===== config.mk =====
export PLATFORM = sky130hd
export DESIGN_NAME = fetch_unit
export DESIGN_NICKNAME = d
export VERILOG_FILES = /design/src/rtl/fetch_unit.sv
export SDC_FILE = /design/constraint.sdc
export NUM_CORES = 1
export LEC_CHECK = 0
export CAP_MARGIN = 5
export CORE_MARGIN = 4
export CORE_UTILIZATION = 44
export CTS_CLUSTER_DIAMETER = 30
export DETAILED_ROUTE_END_ITERATION = 7
export GPL_TIMING_DRIVEN = 0
export PLACE_DENSITY_LB_ADDON = 0.25
export SYNTH_ARGS = -nofsm -noshare
export SYNTH_HDL_FRONTEND = slang
export SYNTH_SLANG_ARGS = --single-unit

===== constraint.sdc =====
create_clock -name clk -period 4.4 [get_ports clk]
set_clock_uncertainty 0.2 [all_clocks]
set_input_delay 0.88 -clock clk [delete_from_list [all_inputs] [get_ports clk]]
set_output_delay 0.88 -clock clk [all_outputs]
set_load 0.05 [all_outputs]

===== src/rtl/fetch_unit.sv =====
// Fetch unit: takes PCs from the pc stage, reads instruction memory one request at a time,
// and queues {pc, instr} pairs for decode. Define FETCH_STATS_EN to add fetch/stall counters.
module fetch_unit #(
  parameter int ADDR_W  = 32,
  parameter int INSTR_W = 32,
  parameter int DEPTH   = 2
) (
  input  logic               clk,
  input  logic               rst,
  input  logic               pc_valid,
  input  logic [ADDR_W-1:0]  pc_addr,
  output logic               pc_ready,
  output logic               imem_req,
  output logic [ADDR_W-1:0]  imem_addr,
  input  logic               imem_ack,
  input  logic [INSTR_W-1:0] imem_rdata,
  input  logic               flush,
  output logic               id_valid,
  input  logic               id_ready,
  output logic [INSTR_W-1:0] id_instr,
  output logic [ADDR_W-1:0]  id_pc
`ifdef FETCH_STATS_EN
  ,
  output logic [31:0]        stat_fetched,
  output logic [31:0]        stat_stall
`endif
);

  localparam int PW = (DEPTH > 1) ? $clog2(DEPTH) : 1;
  localparam int CW = PW + 1;

  typedef enum logic [1:0] {S_IDLE, S_REQ, S_DROP} state_t;

  state_t              r_state, w_next;
  logic [ADDR_W-1:0]   r_addr;
  logic [INSTR_W-1:0]  r_instr [DEPTH];
  logic [ADDR_W-1:0]   r_pcq   [DEPTH];
  logic [PW-1:0]       r_wptr, r_rptr;
  logic [CW-1:0]       r_count;
  logic                w_accept, w_push, w_pop;

  // State register
  always_ff @(posedge clk) begin
    if (rst) r_state <= S_IDLE;
    else     r_state <= w_next;
  end

  // Next-state logic; an ack always retires the outstanding request
  always_comb begin
    w_next = r_state;
    unique case (r_state)
      S_IDLE:  if (w_accept) w_next = S_REQ;
      S_REQ:   if (imem_ack) w_next = S_IDLE;
               else if (flush) w_next = S_DROP;
      S_DROP:  if (imem_ack) w_next = S_IDLE;
      default: w_next = S_IDLE;
    endcase
  end

  // Output logic; accepting only with a free slot means a push can never overflow
  always_comb begin
    pc_ready = (r_state == S_IDLE) && !flush && !rst && (r_count < CW'(DEPTH));
    imem_req = (r_state != S_IDLE);
    w_push   = (r_state == S_REQ) && imem_ack && !flush;
  end

  assign w_accept  = pc_valid && pc_ready;
  assign w_pop     = id_valid && id_ready;
  assign imem_addr = r_addr;

  always_ff @(posedge clk) begin
    if (rst)           r_addr <= '0;
    else if (w_accept) r_addr <= pc_addr;
  end

  always_ff @(posedge clk) begin
    if (w_push) begin
      r_instr[r_wptr] <= imem_rdata;
      r_pcq[r_wptr]   <= r_addr;
    end
  end

  // Pointers wrap naturally since DEPTH is a power of two; flush wins over push/pop
  always_ff @(posedge clk) begin
    if (rst || flush) begin
      r_wptr  <= '0;
      r_rptr  <= '0;
      r_count <= '0;
    end else begin
      if (w_push) r_wptr <= r_wptr + 1'b1;
      if (w_pop)  r_rptr <= r_rptr + 1'b1;
      unique case ({w_push, w_pop})
        2'b10:   r_count <= r_count + 1'b1;
        2'b01:   r_count <= r_count - 1'b1;
        default: r_count <= r_count;
      endcase
    end
  end

  assign id_valid = (r_count != '0);
  assign id_instr = id_valid ? r_instr[r_rptr] : '0;
  assign id_pc    = id_valid ? r_pcq[r_rptr]   : '0;

`ifdef FETCH_STATS_EN
  always_ff @(posedge clk) begin
    if (rst) begin
      stat_fetched <= '0;
      stat_stall   <= '0;
    end else begin
      if (w_push && (stat_fetched != '1))                   stat_fetched <= stat_fetched + 1'b1;
      if (imem_req && !imem_ack && (stat_stall != '1))      stat_stall   <= stat_stall + 1'b1;
    end
  end
`endif

endmodule


Word-level counts from Yosys, hierarchy flattened
Memories as Yosys holds them, arrays and structs flattened. A register that Yosys moved wholly into a read port is not among the register bits. Index checks and enable logic that the tools add are counted.

Add/sub/neg operators: 4. Muxes and demuxes: 14. Reduce and logical (&&, ||, !) cells: 15. Eq/ne operators: 7. Order comparisons: 1.

Operator list (number): $mux 32 (2); $mux 2 (4); $logic_and 1x1->1 (7); $mux 1 (6); $pmux 2 s3 (1); $reduce_bool 2->1 (3); $eq 2x1->1 const B (2); $eq 2x2->1 const B (2); $ne 2x2->1 const B (2); $pmux 2 s2 (1); $ne 3x3->1 const B (1); $reduce_and 3->1 (1); $add 1x1->1 const B (2); $add 2x1->2 const B (1); $logic_not 1->1 (2); $logic_not 2->1 (1); $lt 2x2->1 const B (1); $sub 2x1->2 const B (1); $logic_or 1x1->1 (1).

Memories: 2. Output and inout port bits: 99. Bits in writable memories: 128. Input port bits: 70. Flip-flop bits (word level): 38.

Memory list: r_instr (depth 2, width 32, rd ports 1, clocked after memory_dff 1, write ports 1, RTL line 36) `logic [INSTR_W-1:0] r_instr [DEPTH];`; r_pcq (depth 2, width 32, rd ports 1, clocked after memory_dff 1, write ports 1, RTL line 37) `logic [ADDR_W-1:0] r_pcq [DEPTH];`.

Logic depth before layout (Yosys ltp)
Gate-level depths: netlist (run 1).

Depth after elaboration: 7. Gate-level depth with buffers: 6. Gate-level depth less buffers: 6.

Worst setup path before layout (run 1)
Ideal clock, no wire load.

Path kind: input to register. Start: in flush. End: mem r_instr[0][0] (enable). Arrival: 4.021 ns. Cell stages on the path: 3. Required time: 3.713 ns. Slack: -0.308 ns. Path buffers: 1. Cells stage by stage: buf_2 > nand4bb_1 > nor2_1.

Longest elaborated chain between the ends: 4.

RTL lines: from (decl) (RTL line 17) `input logic flush,`; $logic_not 1->1 (RTL line 64) `w_push = (r_state == S_REQ) && imem_ack && !flush;`; $logic_and 1x1->1 (RTL line 64); $mux 1 (RTL line 77) `if (w_push) begin`; $mux 1 (not written as such) (RTL line 78) `r_instr[r_wptr] <= imem_rdata;`; to (decl) (RTL line 36).

Every way passes these cells.

==> results.cfg, run 1 <==
[cells_and_area]
n_antenna_cell = 0
fillers = 1087
nets = 672
syn_to_final_growth_pct = 39.21
final_common_cell = clkdlybuf4s50_1
final_cell_mix = 167 x clkdlybuf4s50_1, 128 x edfxtp_1, 66 x nor2_1, 64 x mux2i_1, 39 x dfxtp_1
layout.cells.non_filler = 798
layout-drive-gt1-share_pct = 12.70

[floorplanning]
core-area_um2 = 14530
die_x_um = 129.6
die_h_um = 129.6
ios = 169
rows = 44
die_area_um2 = 16800
start_util_pct = 44.77

[critical_path]
worstPathRequired_ps = 3320
crit_path_max_fanout = 10
cp-end-kind = primary output
cp.arrival_ps = 3040
crit_type = flip-flop to primary output
rr_worst_depth = 4
crit_path_start_kind = flip-flop

[clock_network]
clock-sinks = 167
clk_pin_slew_ps = 60
htree_levels = 4
ctsHoldBuffers = 0
clk_latency_ps = 420
cts_resized = 0
numCtsBuffers = 17
cts_tree = done
clock_path_buffers = 2
post_cts_buffers = 0
ctsRootBufferMaster = clkbuf_16

[detailed_routing]
route.detailed.drc = 0
drt-total-wl_mm = 13.27
wire_per_inst_um = 16.63
via_count = 3855
viasPerCell = 4.831
drtPass1Iterations = 4
drtIter0Drc = 155
antenna_left = 0

[global_routing]
antenna_found_initial = 0
gr-total-overflow = 0
grt_pass1_vias = 3996
grt_start_max_net_pins = 28
track_usage_pct = 16.02
grt_pass1_wl_mm = 20.58

[logic_synthesis]
synth-seq-cells = 167
synthCells = 411
synth.avg_cell_area_um2 = 15.83
synth.distinct_cells = 27
yosysTopAreaCell = edfxtp_1
synth_area_um2 = 6506
ys_seq_area_share_pct = 71.08
synth_warnings = 0
synth_top_area_share_pct = 59.08
syn_nets = 482
synthTopCellsByArea = edfxtp_1 59%, dfxtp_1 12%, mux2i_1 9.8%

[place]
dp.cells = 766
gp_congestion = 0.7365
numPortBuffers = 167
hpwl_mm = 9.330

[timing]
setup_tns_ps = 0
fmax_mhz = 242.9
hold_viol = 0
maxSlewViolCount = 0
setup_viol = 0
post-route-period-util_pct = 93.55
rsz0062_at_grt = false
holdWs_ps = 283.3
slew_headroom_pct = 50.36
period_needed_ps = 4116
worstMarginPinSlew_ps = 744.6

[pwr]
p_leak_nw = 3.101
peakVddDrop_v = 0.0002458
p_per_area_nw_per_um2 = 371.0

[min_path]
min_path_type = flip-flop to flip-flop
min_path_cells = 0

[status]
status = finished, final reports clean

[job]
maxCapViolations = 0
[final timing paths]
check        slack, ps          end         start
max                280     id_pc[1]     flip-flop
min                280  r_pcq[1][4]  imem_addr[4]
max reg2reg       2150   r_count[1]    r_state[1]
min reg2reg        280  r_pcq[1][4]  imem_addr[4]
[flip-flops by register name, summed over array words and instances (netlist names), named ones only]
signal     flops
r_wptr         1
r_count        2
r_state        2
r_pcq         64
r_instr       64
r_rptr         1
imem_addr     32
[through the flow]
step | instance area [um2] | utilization, % | setup slack, ps | power, mW
4_1_cts | 9057 | 62.32 | 179.1 | 3.395
3_5_place_dp | 8503 | 58.51 | 630.7 | 2.016
5_1_grt | 9057 | 62.32 | 74.44 | 3.471
3_3_place_gp | 8408 | 57.85 | -2276 | 2.010
2_1_floorplan | 6506 | - | -307.9 | 1.894
6_report | 9057 | 62.32 | 283.9 | 3.360
[synthesized netlist by cell type (all sizes together)]
library cell  number
a211oi             1
a21oi              1
buf                8
clkbuf            15
dfxtp             39
edfxtp           128
ha                 1
inv                3
mux2              33
mux2i             64
nand2              1
nand4bb            1
nor2              68
nor2b             32
nor3               5
o21ai              2
or2                1
or3                1
or3b               1
or4                1
or4b               1
xnor2              2
xor2               2
[cells by family after synthesis]
family / share of synthesized area, %
DFF: 71.08
and+or+nand+nor: 8.231
muxes: 17.23
buffers and inverters: 2.384
AOI/OAI and AO/OA: 0.3461
xor gates and xnor gates: 0.5386
adders and majority gates: 0.1923
[layout make-up]
class | count | area [um2] | area share [%]
Clock inverter | 15 | 128.9 | 1.423
Sequential cell | 167 | 4624 | 51.06
Clock buffer | 17 | 425.4 | 4.697
Tap cell | 184 | 230.2 | 2.542
Buffer | 23 | 143.9 | 1.589
Multi-Input combinational cell | 218 | 1742 | 19.23
Inverter | 3 | 11.26 | 0.1243
Timing Repair Buffer | 171 | 1752 | 19.34
[report_power, final]
group	internal [mW]	leakage [nW]	total (mW)	switching [mW]
combinational	0.125	1.35	0.246	0.121
clock	0.780	0.268	1.38	0.600
sequential	1.72	1.48	1.73	0.0172
total	2.62	3.10	3.36	0.738
[metal layers]
| layer | up-vias | track usage (%) | part of all wire (%) |
|---|---|---|---|
| met5 | - | 0 | 0 |
| met4 | 0 | 6.112 | 1.8 |
| met3 | 22 | 4.575 | 5.9 |
| met2 | 116 | 26.87 | 50 |
| met1 | 1858 | 19.72 | 42 |
| li1 | 1859 | - | - |
[critical path, cell delays in order, from the launching register on]
cell and delay [ps]:
dfxtp_1 300, clkbuf_1 530, clkbuf_1 640, mux2i_1 170, nor2_1 150, clkdlybuf4s50_1 830
No activity file was read; power rests on OpenSTA's default activity.
==> run 2: changes to the inputs <==
--- a/config.mk
+++ b/config.mk
@@ -11,6 +11,7 @@
 export CTS_CLUSTER_DIAMETER = 30
 export DETAILED_ROUTE_END_ITERATION = 7
 export GPL_TIMING_DRIVEN = 0
+export HOLD_SLACK_MARGIN = 0.1
 export PLACE_DENSITY_LB_ADDON = 0.25
 export SYNTH_ARGS = -nofsm -noshare
 export SYNTH_HDL_FRONTEND = slang
==> results of run 2 <==
Final layout, timing and power as in run 1 (identical DEF).
==> run 3: changes to the inputs <==
--- a/config.mk
+++ b/config.mk
@@ -10,9 +10,10 @@
 export CORE_UTILIZATION = 44
 export CTS_CLUSTER_DIAMETER = 30
 export DETAILED_ROUTE_END_ITERATION = 7
+export GPL_ROUTABILITY_DRIVEN = 0
 export GPL_TIMING_DRIVEN = 0
 export HOLD_SLACK_MARGIN = 0.1
-export PLACE_DENSITY_LB_ADDON = 0.25
+export PLACE_DENSITY = 0.76
 export SYNTH_ARGS = -nofsm -noshare
 export SYNTH_HDL_FRONTEND = slang
 export SYNTH_SLANG_ARGS = --single-unit
==> results.cfg, run 3 (synthesis results as in run 1) <==
[status]
status = finished, final reports clean

[timing]
slew_headroom_pct = 48.99
worstMarginPinSlew_ps = 765.1
post-route-period-util_pct = 94.75
maxSlewViolCount = 0
rsz0062_at_grt = false
fin_ws_ps = 231.0
setup_viol = 0
hold_viol = 0
period_needed_ps = 4169
fmax_mhz = 239.9

[critical_path]
crit_slowest_cell = clkdlybuf4s50_1
cp_slowest_stage_delay_ps = 830
worstPathRequired_ps = 3320
critical_path_buf_inv_count = 3
rr_worst_depth = 5
crit_type = flip-flop to primary output
cp.arrival_ps = 3090
reg2reg_from = r_count[1]
crit_path_start_kind = flip-flop
crit_path_max_fanout = 10
cpMostUsedCell = clkbuf_1
path_depth = 5
reg2reg_slack_ps = 2150
cpLargestDelayFamily = buffers and inverters
cp-end-kind = primary output
rr_endpoint = imem_addr[12]
cp-endpoint = id_pc[27]
crit_chain = clkbuf_1 -> clkbuf_1 -> mux2i_1 -> nor2_1 -> clkdlybuf4s50_1

[clock_network]
clk_latency_ps = 410
clk_pin_slew_ps = 60
clock_path_buffers = 2
post_cts_buffers = 0
cts_tree = done
ctsRootBufferMaster = clkbuf_16
numCtsBuffers = 17
ctsHoldBuffers = 0
clock-sinks = 167
htree_levels = 4
cts_resized = 0

[job]
maxCapViolations = 0

[detailed_routing]
antenna_left = 0
drt-total-wl_mm = 13.63
wire_per_inst_um = 17.08
via_count = 3899
drtIter0Drc = 210
viasPerCell = 4.886
route.detailed.drc = 0
drtPass1Iterations = 4

[place]
numPortBuffers = 167
place_area_um2 = 8503
hpwl_mm = 9.456
pre_cts_ws_ps = 611.7

[global_routing]
grt_pass1_vias = 4081
grt_pass1_wl_mm = 21.23
gr-total-overflow = 0
antenna_found_initial = 0
track_usage_pct = 16.75
grt_start_max_net_pins = 33

[floorplanning]
start_util_pct = 44.77
die_h_um = 129.6
die_area_um2 = 16800
ios = 169
core-area_um2 = 14530
rows = 44
die_x_um = 129.6

[cells_and_area]
fin_area_um2 = 9082
syn_to_final_growth_pct = 39.60
final_cell_mix = 167 x clkdlybuf4s50_1, 128 x edfxtp_1, 66 x nor2_1, 64 x mux2i_1, 39 x dfxtp_1
nets = 672
layout-drive-gt1-share_pct = 12.54
final_common_cell = clkdlybuf4s50_1
n_antenna_cell = 0

[pwr]
p_per_area_nw_per_um2 = 374.3
p_total_mw = 3.400
peakVddDrop_v = 0.0002325
p_leak_nw = 3.111

[min_path]
min_path_type = flip-flop to flip-flop
==> run 3: changes by cell type in the layout (fill, tap and decap cells not counted) <==
cell / delta
inv_6: -3
clkinv_2: -1
clkbuf_8: +2
clkbuf_16: +1
clkbuf_1: +2
clkinv_1: -1
==> run 3: layout make-up <==
class / instances / area (um2)
clock buffers: 22 / 485.5
inverters: 3 / 11.26
multi-input cells: 218 / 1742
repair buffers: 171 / 1752
clock inverters: 10 / 93.84
plain buffers: 23 / 143.9
fillers: 1107 / 5451
well taps: 184 / 230.2
flip-flops and latches: 167 / 4624
==> run 3: worst reg2reg max path: cells and delay by family (launching register included) <==
kind,cells,cell delay [ps]
buf+inv,2,330
simple gates,2,960
flops,1,350
mux,1,300
==> run 3: routing by layer <==
metal  part of all wire (%)  global-route usage (%)  vias to the layer above
li1                       -                       -                     1861
met1                     41                   20.24                     1906
met2                     51                   28.63                      114
met3                    5.9                   4.905                       18
met4                    1.5                   5.990                        0
met5                      0                       0                        -
==> run 3: worst min-delay path by stage <==
stage	from	depth (start not counted)	slack [ps]	to
after floorplan	r_count[1]	2	280	r_count[1]
after global placement	imem_addr[10]	0	250	r_pcq[1][10]
after detailed placement	imem_addr[10]	0	260	r_pcq[1][10]
after CTS	imem_addr[10]	0	280	r_pcq[1][10]
after global routing	imem_addr[2]	0	290	r_pcq[0][2]
final	imem_addr[16]	0	270	r_pcq[0][16]
==> run 3: stage by stage <==
| stage | instances | util, % | hold WS [ps] | TNS, ps |
|---|---|---|---|---|
| after floorplan | 411 | - | 284.9 | -39410 |
| final | 798 | 62.49 | 274.7 | 0 |
| after detailed placement | 766 | 58.51 | 260.4 | 0 |
| after global placement | 762 | 57.85 | 252.9 | -273920 |
| after CTS | 798 | 62.49 | 280.1 | 0 |
| after global routing | 798 | 62.49 | 294.3 | 0 |
==> run 3: report_power, final <==
part,switching [mW],internal [mW]
sequential,0.0176,1.72
combinational,0.123,0.125
clock,0.574,0.843
